## src/rtl/bcd_serial_adder_pkg.sv

```systemverilog
// Shared types and constants for the bit-serial BCD adder.
package bcd_serial_adder_pkg;

  typedef enum logic [1:0] {
    StIdle,
    StAdd,
    StCorr,
    StFin
  } state_e;

  localparam int unsigned BcdDigitW = 4;
  localparam logic [3:0]  BcdMax    = 4'd9;
  localparam logic [3:0]  BcdCorr   = 4'd6;

  function automatic logic digit_invalid(input logic [3:0] d);
    return d > BcdMax;
  endfunction

endpackage

```

## src/rtl/bcd_serial_adder_full_adder.sv

```systemverilog
// Single-bit full-adder cell used as the serial adder core.
module bcd_serial_adder_full_adder (
  input  logic a_i,
  input  logic b_i,
  input  logic cin_i,
  output logic sum_o,
  output logic cout_o
);

  assign sum_o  = a_i ^ b_i ^ cin_i;
  assign cout_o = (a_i & b_i) | (cin_i & (a_i ^ b_i));

endmodule

```

## src/rtl/bcd_serial_adder.sv

```systemverilog
// Bit-serial multi-digit BCD adder: one full-adder bit per clock, one +6 correction
// cycle per digit, result registered alongside a one-cycle DONE pulse.
module bcd_serial_adder
  import bcd_serial_adder_pkg::*;
#(
  parameter int unsigned DIGITS = 4
) (
  input  logic                  CLK,
  input  logic                  RST,
  input  logic                  START,
  input  logic [4*DIGITS-1:0]   A,
  input  logic [4*DIGITS-1:0]   B,
  input  logic                  CIN,
  output logic [4*DIGITS-1:0]   S,
  output logic                  COUT,
  output logic                  BUSY,
  output logic                  DONE,
  output logic                  ERR
);

  localparam int unsigned W       = BcdDigitW * DIGITS;
  localparam int unsigned DigCntW = (DIGITS > 1) ? $clog2(DIGITS) : 1;
  localparam int unsigned BitCntW = $clog2(BcdDigitW);

  state_e               state_q, state_d;
  logic [W-1:0]         a_sh_q, a_sh_d;
  logic [W-1:0]         b_sh_q, b_sh_d;
  logic [W-1:0]         acc_q, acc_d;
  logic [3:0]           dig_q, dig_d;
  logic                 carry_q, carry_d;
  logic [BitCntW-1:0]   bit_cnt_q, bit_cnt_d;
  logic [DigCntW-1:0]   dig_cnt_q, dig_cnt_d;
  logic                 err_cap_q, err_cap_d;
  logic [W-1:0]         s_q, s_d;
  logic                 cout_q, cout_d;
  logic                 err_q, err_d;

  logic                 fa_sum, fa_cout;
  logic                 in_err;
  logic [4:0]           z, z_corr;
  logic                 z_big;
  logic [3:0]           corr_digit;

  bcd_serial_adder_full_adder u_full_adder (
    .a_i    (a_sh_q[0]),
    .b_i    (b_sh_q[0]),
    .cin_i  (carry_q),
    .sum_o  (fa_sum),
    .cout_o (fa_cout)
  );

  always_comb begin
    in_err = 1'b0;
    for (int i = 0; i < int'(DIGITS); i++) begin
      in_err = in_err | digit_invalid(A[i*BcdDigitW +: BcdDigitW])
                      | digit_invalid(B[i*BcdDigitW +: BcdDigitW]);
    end
  end

  assign z          = {carry_q, dig_q};
  assign z_big      = z > {1'b0, BcdMax};
  assign z_corr     = z + {1'b0, BcdCorr};
  assign corr_digit = z_big ? z_corr[3:0] : z[3:0];

  always_comb begin
    state_d   = state_q;
    a_sh_d    = a_sh_q;
    b_sh_d    = b_sh_q;
    acc_d     = acc_q;
    dig_d     = dig_q;
    carry_d   = carry_q;
    bit_cnt_d = bit_cnt_q;
    dig_cnt_d = dig_cnt_q;
    err_cap_d = err_cap_q;
    s_d       = s_q;
    cout_d    = cout_q;
    err_d     = err_q;

    unique case (state_q)
      StIdle: begin
        if (START) begin
          a_sh_d    = A;
          b_sh_d    = B;
          carry_d   = CIN;
          bit_cnt_d = '0;
          dig_cnt_d = '0;
          dig_d     = '0;
          acc_d     = '0;
          err_cap_d = in_err;
          state_d   = StAdd;
        end
      end
      StAdd: begin
        // LSB-first: after four shifts bit 0 of the digit lands in dig_q[0]
        a_sh_d    = a_sh_q >> 1;
        b_sh_d    = b_sh_q >> 1;
        dig_d     = {fa_sum, dig_q[3:1]};
        carry_d   = fa_cout;
        bit_cnt_d = bit_cnt_q + 1'b1;
        if (bit_cnt_q == BitCntW'(BcdDigitW - 1)) begin
          state_d = StCorr;
        end
      end
      StCorr: begin
        acc_d   = (acc_q >> BcdDigitW) | (W'(corr_digit) << (W - BcdDigitW));
        carry_d = z_big;
        if (dig_cnt_q == DigCntW'(DIGITS - 1)) begin
          // Result registers load on entry to FIN so they are valid with DONE
          s_d     = acc_d;
          cout_d  = z_big;
          err_d   = err_cap_q;
          state_d = StFin;
        end else begin
          dig_cnt_d = dig_cnt_q + 1'b1;
          state_d   = StAdd;
        end
      end
      StFin: begin
        state_d = StIdle;
      end
      default: begin
        state_d = StIdle;
      end
    endcase
  end

  always_ff @(posedge CLK or posedge RST) begin
    if (RST) begin
      state_q   <= StIdle;
      a_sh_q    <= '0;
      b_sh_q    <= '0;
      acc_q     <= '0;
      dig_q     <= '0;
      carry_q   <= 1'b0;
      bit_cnt_q <= '0;
      dig_cnt_q <= '0;
      err_cap_q <= 1'b0;
      s_q       <= '0;
      cout_q    <= 1'b0;
      err_q     <= 1'b0;
    end else begin
      state_q   <= state_d;
      a_sh_q    <= a_sh_d;
      b_sh_q    <= b_sh_d;
      acc_q     <= acc_d;
      dig_q     <= dig_d;
      carry_q   <= carry_d;
      bit_cnt_q <= bit_cnt_d;
      dig_cnt_q <= dig_cnt_d;
      err_cap_q <= err_cap_d;
      s_q       <= s_d;
      cout_q    <= cout_d;
      err_q     <= err_d;
    end
  end

  assign S    = s_q;
  assign COUT = cout_q;
  assign ERR  = err_q;
  assign BUSY = (state_q == StAdd) || (state_q == StCorr);
  assign DONE = (state_q == StFin);

endmodule
```

## config.mk

```make
export PLATFORM = sky130hd
export DESIGN_NAME = bcd_serial_adder
export DESIGN_NICKNAME = d
export VERILOG_FILES = /design/src/rtl/bcd_serial_adder_pkg.sv /design/src/rtl/bcd_serial_adder_full_adder.sv /design/src/rtl/bcd_serial_adder.sv
export SDC_FILE = /design/constraint.sdc
export NUM_CORES = 1
export LEC_CHECK = 0
export BUFFER_PORTS_ARGS = -buffer_cell sky130_fd_sc_hd__buf_2
export CORE_MARGIN = 3
export CORE_UTILIZATION = 45
export DETAILED_ROUTE_END_ITERATION = 10
export PLACE_DENSITY = 0.69
export SLEW_MARGIN = 20
export SYNTH_ARGS = -nofsm -noshare
export SYNTH_HDL_FRONTEND = slang
export SYNTH_HIERARCHICAL = 1
export SYNTH_SLANG_ARGS = --single-unit
export TNS_END_PERCENT = 1
```

## constraint.sdc

```tcl
create_clock -name CLK -period 1.8 [get_ports CLK]
set_input_delay 0.09 -clock CLK [delete_from_list [all_inputs] [get_ports CLK]]
set_output_delay 0.09 -clock CLK [all_outputs]
set_load 0.02 [all_outputs]
```

* Yosys cells after proc, flatten, opt, wreduce, memory -nomap -nowiden
Index checks and enable logic that the tools add are counted.
** Storage, ports and cells
- Logic and storage cells :: 76
- Flip-flop bits (word level) :: 78
- Bits of input ports :: 36
- Output and inout port bits :: 20
** Cells by class
- Bitwise logic cells :: 13
- Reduce and logical (&&, ||, !) cells :: 12
- Equal/unequal tests :: 8
- Magnitude comparators :: 9
- Muxes and demuxes :: 19
- $add $sub $neg :: 3
** Operator list (count)
- 16-bit case mux with 2 select lines :: 3
- 16-bit two-way mux :: 3
- 4-bit greater-than comparator (second input constant) :: 8
- 12-bit by 16-bit bitwise OR with 16-bit output :: 1
- 2-bit AND reduction :: 6
- 2-bit two-way mux :: 5
- 2-bit equality test (second input constant) :: 4
- 4-bit two-way mux :: 2
- 1-bit bitwise OR :: 8
- 2-bit case mux with 2 select lines :: 2
- 2-bit case mux with 4 select lines :: 1
- 4-bit case mux with 2 select lines :: 1
- 2-bit inequality test (second input constant) :: 3
- 5-bit by 4-bit greater-than comparator with 1-bit output (second input constant) :: 1
- 2-bit by 1-bit adder with 2-bit output (second input constant) :: 2
- 4-bit by 3-bit adder with 4-bit output (second input constant) :: 1
- 2-bit nonzero test :: 2
- 1-bit case mux with 3 select lines :: 1
- 3-bit AND reduction :: 1
- 3-bit nonzero test :: 1
- 1-bit bitwise AND :: 2
- 2-bit by 1-bit equality test with 1-bit output (second input constant) :: 1
- 2-bit zero test :: 1
- 1-bit bitwise XOR :: 2
- 2 further kinds :: 2

* Depth between registers and ports, before layout
Gate-level depths: netlist (run 1).
- Depth after elaboration :: 8
- Mapped depth :: 8
- Mapped depth without buffers :: 6

* Cells and area by module
Netlist (run 1), hierarchy kept.
** By module, submodules not included
- bcd_serial_adder :: cells an instance 291, area each 3329.4 sq um, seq. area each 1851.8 sq um, times used 1
- bcd_serial_adder_full_adder :: cells an instance 1, area each 20.0 sq um, seq. area each 0.0 sq um, times used 1

* Worst setup path before layout (run 1)
OpenSTA, ideal clock, no wires.
- Kind :: reg2reg
- Start :: register state_q[0]
- End :: register s_q[0] (netlist: S[0])
- Path slack :: 171 ps
- Data required time :: 1672 ps
- Path buffers :: 1
- Stages on the path, launching flop included :: 6
- Arrival :: 1501 ps
- Period minus slack after synthesis :: 1629 ps
- Library setup time :: 128 ps
- Path through :: dfrtp_1 inv_1 ha_1 nand2_1 clkbuf_1 mux2_1
** Between the ends
- Word-level cells in the longest chain between the ends :: 2
** Ends and longest elaborated chain
- start: declaration :: line bcd_serial_adder.sv:25 : state_e state_q, state_d;
- start signal: assignment :: line bcd_serial_adder.sv:129 : state_q <= StIdle;
- start signal: assignment :: line bcd_serial_adder.sv:142 : state_q <= state_d;
- 2-bit equality test :: line bcd_serial_adder.sv:79 : unique case (state_q)
- 2-bit AND reduction (no line)
- end signal: assignment :: line bcd_serial_adder.sv:138 : s_q <= '0;
- end signal: assignment :: line bcd_serial_adder.sv:151 : s_q <= s_d;
- end: declaration :: line bcd_serial_adder.sv:34 : logic [W-1:0] s_q, s_d;
No other way between the ends.
A chain may end at the register's enable or synchronous reset.

* Final worst setup path (run 1)
- Start :: register state_q[0]
- End :: register bit_cnt_q[0]
** Between the ends
- Word-level cells in the longest chain between the ends :: 3
- Elaborated cells on any way between the ends :: 6
- Those cells by class :: eq/ne: 2; mux: 1; reduce/logical: 3
** Ends and longest elaborated chain
- 2-bit by 1-bit equality test with 1-bit output / 2-bit zero test (equally long branches) :: line bcd_serial_adder.sv:79
- 2-bit nonzero test (no line) / 2-bit inequality test (equally long branches)
- 2-bit AND reduction (no line)
- end signal: assignment :: line bcd_serial_adder.sv:148 : bit_cnt_q <= bit_cnt_d;
- end: declaration :: line bcd_serial_adder.sv:31 : logic [BitCntW-1:0] bit_cnt_q, bit_cnt_d;
Parallel ways exist; a longest one is shown, timed or not.

==> results of run 1 <==
worst paths after layout:
kind | from | to | slack, ns | cells past startpoint
worst min register to register | err_cap_q | err_cap_q | 0.47 | 2
min in group asynchronous | RST | acc_q[14] | 0.40 | 4
worst max-delay path | state_q[0] | bit_cnt_q[0] | 0.12 | 6
worst min-delay path | A[4] | a_sh_q[4] | 0.02 | 3
worst max register to register | state_q[0] | bit_cnt_q[0] | 0.12 | 6
max in group asynchronous | RST | a_sh_q[7] | 1.08 | 4
cell families (layout without fill, tap and decap cells):
group	count (synthesis)	after routing	synth area share, %
AOI/OAI and AO/OA	79	79	15.24
DFF	74	74	55.29
and+or+nand+nor	60	60	7.957
muxes	46	46	14.34
buffers and inverters	22	88	2.951
adders and majority gates	10	10	3.960
xor gates and xnor gates	1	1	0.2615
what timing repair did:
item | CTS | global route
endpoints found under the hold margin | 76 | 0
buffers inserted | 0 | 0
resized for setup | 0 | 1
hold buffers | 3 | 0
endpoints found under the setup margin | 0 | 1
Yosys cell counts:
cell,count
sky130_fd_sc_hd__a211oi_1,1
sky130_fd_sc_hd__a21bo_2,1
sky130_fd_sc_hd__a21oi_1,3
sky130_fd_sc_hd__a22o_1,19
sky130_fd_sc_hd__a22oi_1,1
sky130_fd_sc_hd__a311oi_1,1
sky130_fd_sc_hd__a31oi_1,1
sky130_fd_sc_hd__a31oi_4,1
sky130_fd_sc_hd__and2_0,1
sky130_fd_sc_hd__and2_1,1
sky130_fd_sc_hd__and4b_1,1
sky130_fd_sc_hd__buf_2,7
sky130_fd_sc_hd__buf_4,2
sky130_fd_sc_hd__clkbuf_1,8
sky130_fd_sc_hd__dfrtp_1,74
sky130_fd_sc_hd__fa_1,1
sky130_fd_sc_hd__ha_1,9
sky130_fd_sc_hd__inv_1,5
sky130_fd_sc_hd__mux2_1,3
sky130_fd_sc_hd__mux2_2,13
sky130_fd_sc_hd__mux2i_1,30
sky130_fd_sc_hd__nand2_1,42
sky130_fd_sc_hd__nand2b_1,1
sky130_fd_sc_hd__nand3_1,1
sky130_fd_sc_hd__nand4_1,2
sky130_fd_sc_hd__nor2_1,6
sky130_fd_sc_hd__nor2b_1,3
sky130_fd_sc_hd__nor3_2,1
sky130_fd_sc_hd__o21ai_0,20
sky130_fd_sc_hd__o21ai_1,28
sky130_fd_sc_hd__o21bai_1,1
sky130_fd_sc_hd__o32a_1,2
sky130_fd_sc_hd__or3b_4,1
sky130_fd_sc_hd__xnor2_1,1
worst register-to-register path, cell delays in order (launching register included):
cell and delay (ns):
sky130_fd_sc_hd__dfrtp_1 0.46, sky130_fd_sc_hd__inv_1 0.10, sky130_fd_sc_hd__ha_1 0.25, sky130_fd_sc_hd__nand2b_1 0.20
sky130_fd_sc_hd__o21ai_4 0.10, sky130_fd_sc_hd__buf_12 0.19, sky130_fd_sc_hd__mux2_2 0.27
report_power, final:
| group | leakage (uW) | total (uW) | internal [uW] | switching, uW |
|---|---|---|---|---|
| clock network | 0.000116 | 1390 | 808 | 579 |
| logic | 0.000895 | 3210 | 1430 | 1780 |
| registers | 0.000963 | 2790 | 2360 | 436 |
flip-flops by register name, indices dropped and copies added (netlist names), 2 cells and up:
register	cells
b_sh_q	16
state_q	2
bit_cnt_q	2
acc_q	12
a_sh_q	16
S	16
dig_q	4
dig_cnt_q	2
metrics by stage:
stage,std cells,instance area [um^2]
final,454,4050
after global routing,454,4050
after CTS,454,4048
after detailed placement,435,3800
after global placement,435,3800
after floorplan,292,3353
routing by layer:
metal  share of wire [%]  GRT usage [%]  up-vias
met5                   0              0        -
met1                  47          21.08     1126
met2                  47          26.95       57
li1                    -              -     1161
met3                 5.5          5.906        5
met4                0.67          4.827        0
cell type report:
cell class              instances  share of cell area, %
repair buffers                 67                  10.44
inverters                       5                 0.5561
clock inverters                 6                  1.977
clock buffers                  10                  3.398
well taps                      96                  2.966
flip-flops and latches         74                  45.72
multi-input cells             196                  34.94
==> out/qor.yml, run 1 <==
synth_top_area_share_pct: 55.29
post-route-period-util_pct: 93.37
cts-root-to-sink-buffers: 2
layout_min_cycle_time_ns: 1.681
layout.nets: 399
worst_setup_hold_path_clk_slew_ns: 0.07
chipHeight_um: 92.28
drt.antenna.violating_nets: 0
final.setup.tns_ns: 0
chipWidth_um: 92.28
timing.final.ws_setup_ns: 0.1193
max_clock_freq_mhz: 595.0
crit_slowest_cell: "sky130_fd_sc_hd__dfrtp_1"
placement_rows: 30
grt_pass1_wl_um: 11220
initial_utilization_pct: 47.72
synthDominantAreaCellType: "sky130_fd_sc_hd__dfrtp_1"
timing.critical_path.buf_inv: 2
drt-pass1-iter-count: 4
final_common_cell: "sky130_fd_sc_hd__dfrtp_1"
report.final.slew_viol_count: 0
drive_gt1_share_pct: 28.21
clock_skew_ns: 0.007111
cts.sinks: 74
port-buffer-count: 55
cts_max_level: 3
yosys_register_bits: 74
antennaDiodeCount: 0
multi_input_comb_area_um2: 1415
start_kind: "flip-flop"
synth.cell_area_um2: 3349
antenna_found_initial: 0
drt_drc_violations_left: 0
hold_class: "primary input to flip-flop"
syn_avg_cell_area_um2: 11.47
p_leak_uw: 0.001973
clockRootBuffer: "sky130_fd_sc_hd__clkbuf_8"
criticalPathCategory: "flip-flop to flip-flop"
critical_path_arrival_ns: 1.90
synth_nets: 338
core_um2: 7019
crit_required_ns: 2.02
worst_skew_pair.late_latency_ns: 0.34
groute.usage.overall_pct: 16.65
grt_start_max_net_pins: 75
finalHoldWorstSlack_ns: 0.02471
report.final.setup_viol: 0
outcome: "finished clean"
synth_warnings: 6
ys_types: 34
netlist_top_cells_area: "sky130_fd_sc_hd__dfrtp_1 55%, sky130_fd_sc_hd__mux2i_1 9.0%, sky130_fd_sc_hd__a22o_1 5.0%, sky130_fd_sc_hd__nand2_1 4.7%, sky130_fd_sc_hd__mux2_2 4.4%"
boundaryPins: 56
route.final.wire_length_um: 6522
timing.max_slew.rel_slack_pct: 73.85
die_area_um2: 8515
cts_tree: "yes"
tritoncts.num_buffers: 9
top_library_cells_by_usage_in_the_layout_fill_and_taps_aside: "74 x sky130_fd_sc_hd__dfrtp_1, 55 x sky130_fd_sc_hd__buf_2, 42 x sky130_fd_sc_hd__nand2_1"
routed-via-count: 2349
p_total_uw: 7394
final_core_util_pct: 57.70
area.growth.synth_to_final_pct: 20.92
via_count_of_the_first_global_routing_pass: 2378
post-place-ws_ns: 0.09058
hpwl_um: 4556
crit_path_cell_trace: "inv_1, ha_1, nand2b_1, o21ai_4, buf_12, mux2_2"
fill_cells: 627
dr.first_iter.drc_count: 98
final-seq-area_um2: 1852
wire_per_inst_um: 14.37
globalplace.congestion: 0.7383
critical_path_peak_fanout: 48
max_stage_delay_ns: 0.46
critical_path.endpoint_type: "flip-flop"
synth-seq-area-share_pct: 55.29
worst_slew_pin_slew_ns: 0.3923
cp_top_family: "flip-flops"
drt-vias-per-instance: 5.174
drv.max_cap_violation_count: 0
syn-instance-count: 292
finalHoldViolCount: 0
p_per_area_nw_per_um2: 1826
overflow: 0
worst_ir_drop_vdd_v: 0.0009305
rsz0062_at_grt: "false"
(Power assumes the default switching activity.)
==> run 2: changes to the inputs <==
--- a/config.mk
+++ b/config.mk
@@ -9,7 +9,8 @@
 export CORE_MARGIN = 3
 export CORE_UTILIZATION = 45
 export DETAILED_ROUTE_END_ITERATION = 10
-export PLACE_DENSITY = 0.69
+export GPL_TIMING_DRIVEN = 0
+export PLACE_DENSITY = 0.66
 export SLEW_MARGIN = 20
 export SYNTH_ARGS = -nofsm -noshare
 export SYNTH_HDL_FRONTEND = slang
==> constraint.sdc (replaced) <==
create_clock -name CLK -period 1.88 [get_ports CLK]
set_input_delay 0.094 -clock CLK [delete_from_list [all_inputs] [get_ports CLK]]
set_output_delay 0.094 -clock CLK [all_outputs]
set_load 0.02 [all_outputs]
==> run 2 against run 1 <==
Compared with the run above: count of clock-buffer cells in the layout is 1 higher; combinational power is 3% lower; via count is 2.6% higher; power is 5.5% lower; register-to-register slack hardly changed.
==> out/qor.yml, run 2 (synthesis results as in run 1) <==
wire_per_inst_um: 14.22  # -1.0%
groute.usage.overall_pct: 17.03  # +0.37 points
initial_utilization_pct: 47.72  # unchanged
drive_gt1_share_pct: 29.81  # +1.6 points
overflow: 0  # unchanged
report.final.setup_viol: 0  # unchanged
core_um2: 7019  # unchanged
chipHeight_um: 92.28  # unchanged
worst_slew_pin_slew_ns: 0.4911  # +0.09880 ns
outcome: "finished clean"
critical_path_peak_fanout: 10  # -79%
hold_class: "primary input to flip-flop"
antennaDiodeCount: 0  # unchanged
tritoncts.num_buffers: 9  # unchanged
rrSetupSlack_ns: 0.11  # about the same
top_library_cells_by_usage_in_the_layout_fill_and_taps_aside: "74 x sky130_fd_sc_hd__dfrtp_1, 60 x sky130_fd_sc_hd__buf_2, 42 x sky130_fd_sc_hd__nand2_1"
drt-vias-per-instance: 5.183  # +0.17%
grt_start_max_net_pins: 28  # -63%
drv.max_cap_violation_count: 0  # unchanged
placedInstanceArea_um2: 3789  # -0.30%
worst_r2r_startpoint: "state_q[1]"
hold_path_depth: 3  # unchanged
hpwl_um: 4924  # +8.1%
post-route-period-util_pct: 94.27  # +0.90 points
cts-root-to-sink-buffers: 2  # unchanged
worst_skew_pair.late_latency_ns: 0.34  # about the same
area.growth.synth_to_final_pct: 21.22
p_per_area_nw_per_um2: 1721  # -5.7%
route.final.wire_length_um: 6613  # +1.4%
placement_rows: 30  # unchanged
boundaryPins: 56  # unchanged
timing.max_slew.rel_slack_pct: 67.19  # -6.7 points
r2r.worst_path.cells: 8  # +2
timing.final.ws_setup_ns: 0.1077  # -0.01156 ns
drt-pass1-iter-count: 4  # unchanged
clock_skew_ns: 0.007672  # +0.0005611 ns
cell_area_after_layout_um2: 4060  # +0.25%
cts_max_level: 3  # unchanged
final.setup.tns_ns: 0  # unchanged
rsz0062_at_grt: "true"
drt.antenna.violating_nets: 0  # unchanged
max_stage_delay_ns: 0.44  # -0.02 ns
report.final.slew_viol_count: 0  # unchanged
criticalPathCategory: "flip-flop to flip-flop"
start_kind: "flip-flop"
max_clock_freq_mhz: 564.2  # -5.2%
worst_r2r_endpoint: "a_sh_q[4]"
routed-via-count: 2410  # +2.6%
die_area_um2: 8515  # unchanged
critical_path.endpoint_type: "flip-flop"
dr.first_iter.drc_count: 50  # -49%
via_count_of_the_first_global_routing_pass: 2386  # +0.34%
chipWidth_um: 92.28  # unchanged
cts_tree: "yes"
p_leak_uw: 0.001984  # +0.57%
crit_slowest_cell: "sky130_fd_sc_hd__dfrtp_1"
drt_drc_violations_left: 0  # unchanged
hold_start: "B[8]"
crit_path_cell_trace: "inv_1, ha_1, buf_2, o21ai_4, clkbuf_4, buf_4, nand2_1, o21ai_1"
p_total_uw: 6986  # -5.5%
finalHoldViolCount: 0  # unchanged
critical_path_arrival_ns: 2.04  # +0.14 ns
layout.nets: 410  # +2.8%
antenna_found_initial: 0  # unchanged
clockRootBuffer: "sky130_fd_sc_hd__clkbuf_8"
cts_setup_buffers: 0  # unchanged
final_common_cell: "sky130_fd_sc_hd__dfrtp_1"
cts.sinks: 74  # unchanged
port-buffer-count: 55  # unchanged
globalplace.congestion: 0.8000  # +8.4%
worst_ir_drop_vdd_v: 0.001032  # +11%
crit_required_ns: 2.15  # +0.13 ns
grt_pass1_wl_um: 11300  # +0.74%
final_core_util_pct: 57.84  # +0.14 points
post-place-ws_ns: -0.07522  # -0.1658 ns
worst_setup_hold_path_clk_slew_ns: 0.08  # about the same
holdPathEnd: "b_sh_q[8]"
layout_min_cycle_time_ns: 1.772  # +0.09156 ns
run 2: changes by cell type in the layout (fill, tap and decap cells not counted), sizes merged:
cell	change
clkbuf	+10
dlygate4sd3	+1
buf	+1
bufinv	-1
run 2: per-layer routing:
| layer | wire (um) | track usage, % | part of all wire [%] |
|---|---|---|---|
| met1 | 3082 | 22.05 | 47 |
| met3 | 351 | 5.906 | 5.3 |
| met5 | 0 | 0 | 0 |
| met2 | 3058 | 26.76 | 46 |
| met4 | 120 | 5.569 | 1.8 |
run 2: timing repair:
action / 4_1_cts / 5_1_grt
setup endpoints to repair: 38 / 55
pin swaps: 0 / 0
resized for setup: 3 / 15
hold endpoints to repair: 24 / 0
hold buffers: 4 / 0
run 2: through the flow:
stage	hold slack, ns	cells
finish	0.02301	465
global route	0.01509	465
CTS	0.006447	465
detailed placement	0.1506	445
global placement	0.3367	443
floorplan	0.2265	292
run 2: power breakdown:
part	internal, uW	leakage [uW]	total [uW]	switching [uW]
clock network	645	0.000103	1210	563
registers	2260	0.000963	2680	422
logic	1350	0.000919	3100	1750
total	4250	0.00198	6990	2730
run 2: cell type report:
cell class | instances | area [um^2]
Fill cell | 626 | 2959
Sequential cell | 74 | 1852
Multi-Input combinational cell | 196 | 1424
Timing Repair Buffer | 61 | 355.3
Clock buffer | 11 | 141.4
Tap cell | 96 | 120.1
Buffer | 17 | 91.34
Clock inverter | 5 | 53.80
Inverter | 5 | 22.52
run 2: critical path, delay by kind of cell (launching register included):
family	cells	cell delay [ns]
compound gates	2	0.30
simple gates	1	0.06
flops	1	0.44
buf+inv	4	0.72
fa+ha+maj	1	0.18
run 2: worst max-delay path by stage:
stage                            end  startpoint  depth (start not counted)  slack, ns
after global routing      b_sh_q[13]  state_q[1]                          8      -0.03
final                      a_sh_q[4]  state_q[1]                          8       0.11
after CTS                  b_sh_q[9]  state_q[1]                          8       0.03
after floorplan                 S[0]  state_q[0]                          5       0.25
after detailed placement        S[0]  state_q[0]                          5      -0.08
after global placement          S[0]  state_q[0]                          5      -0.05
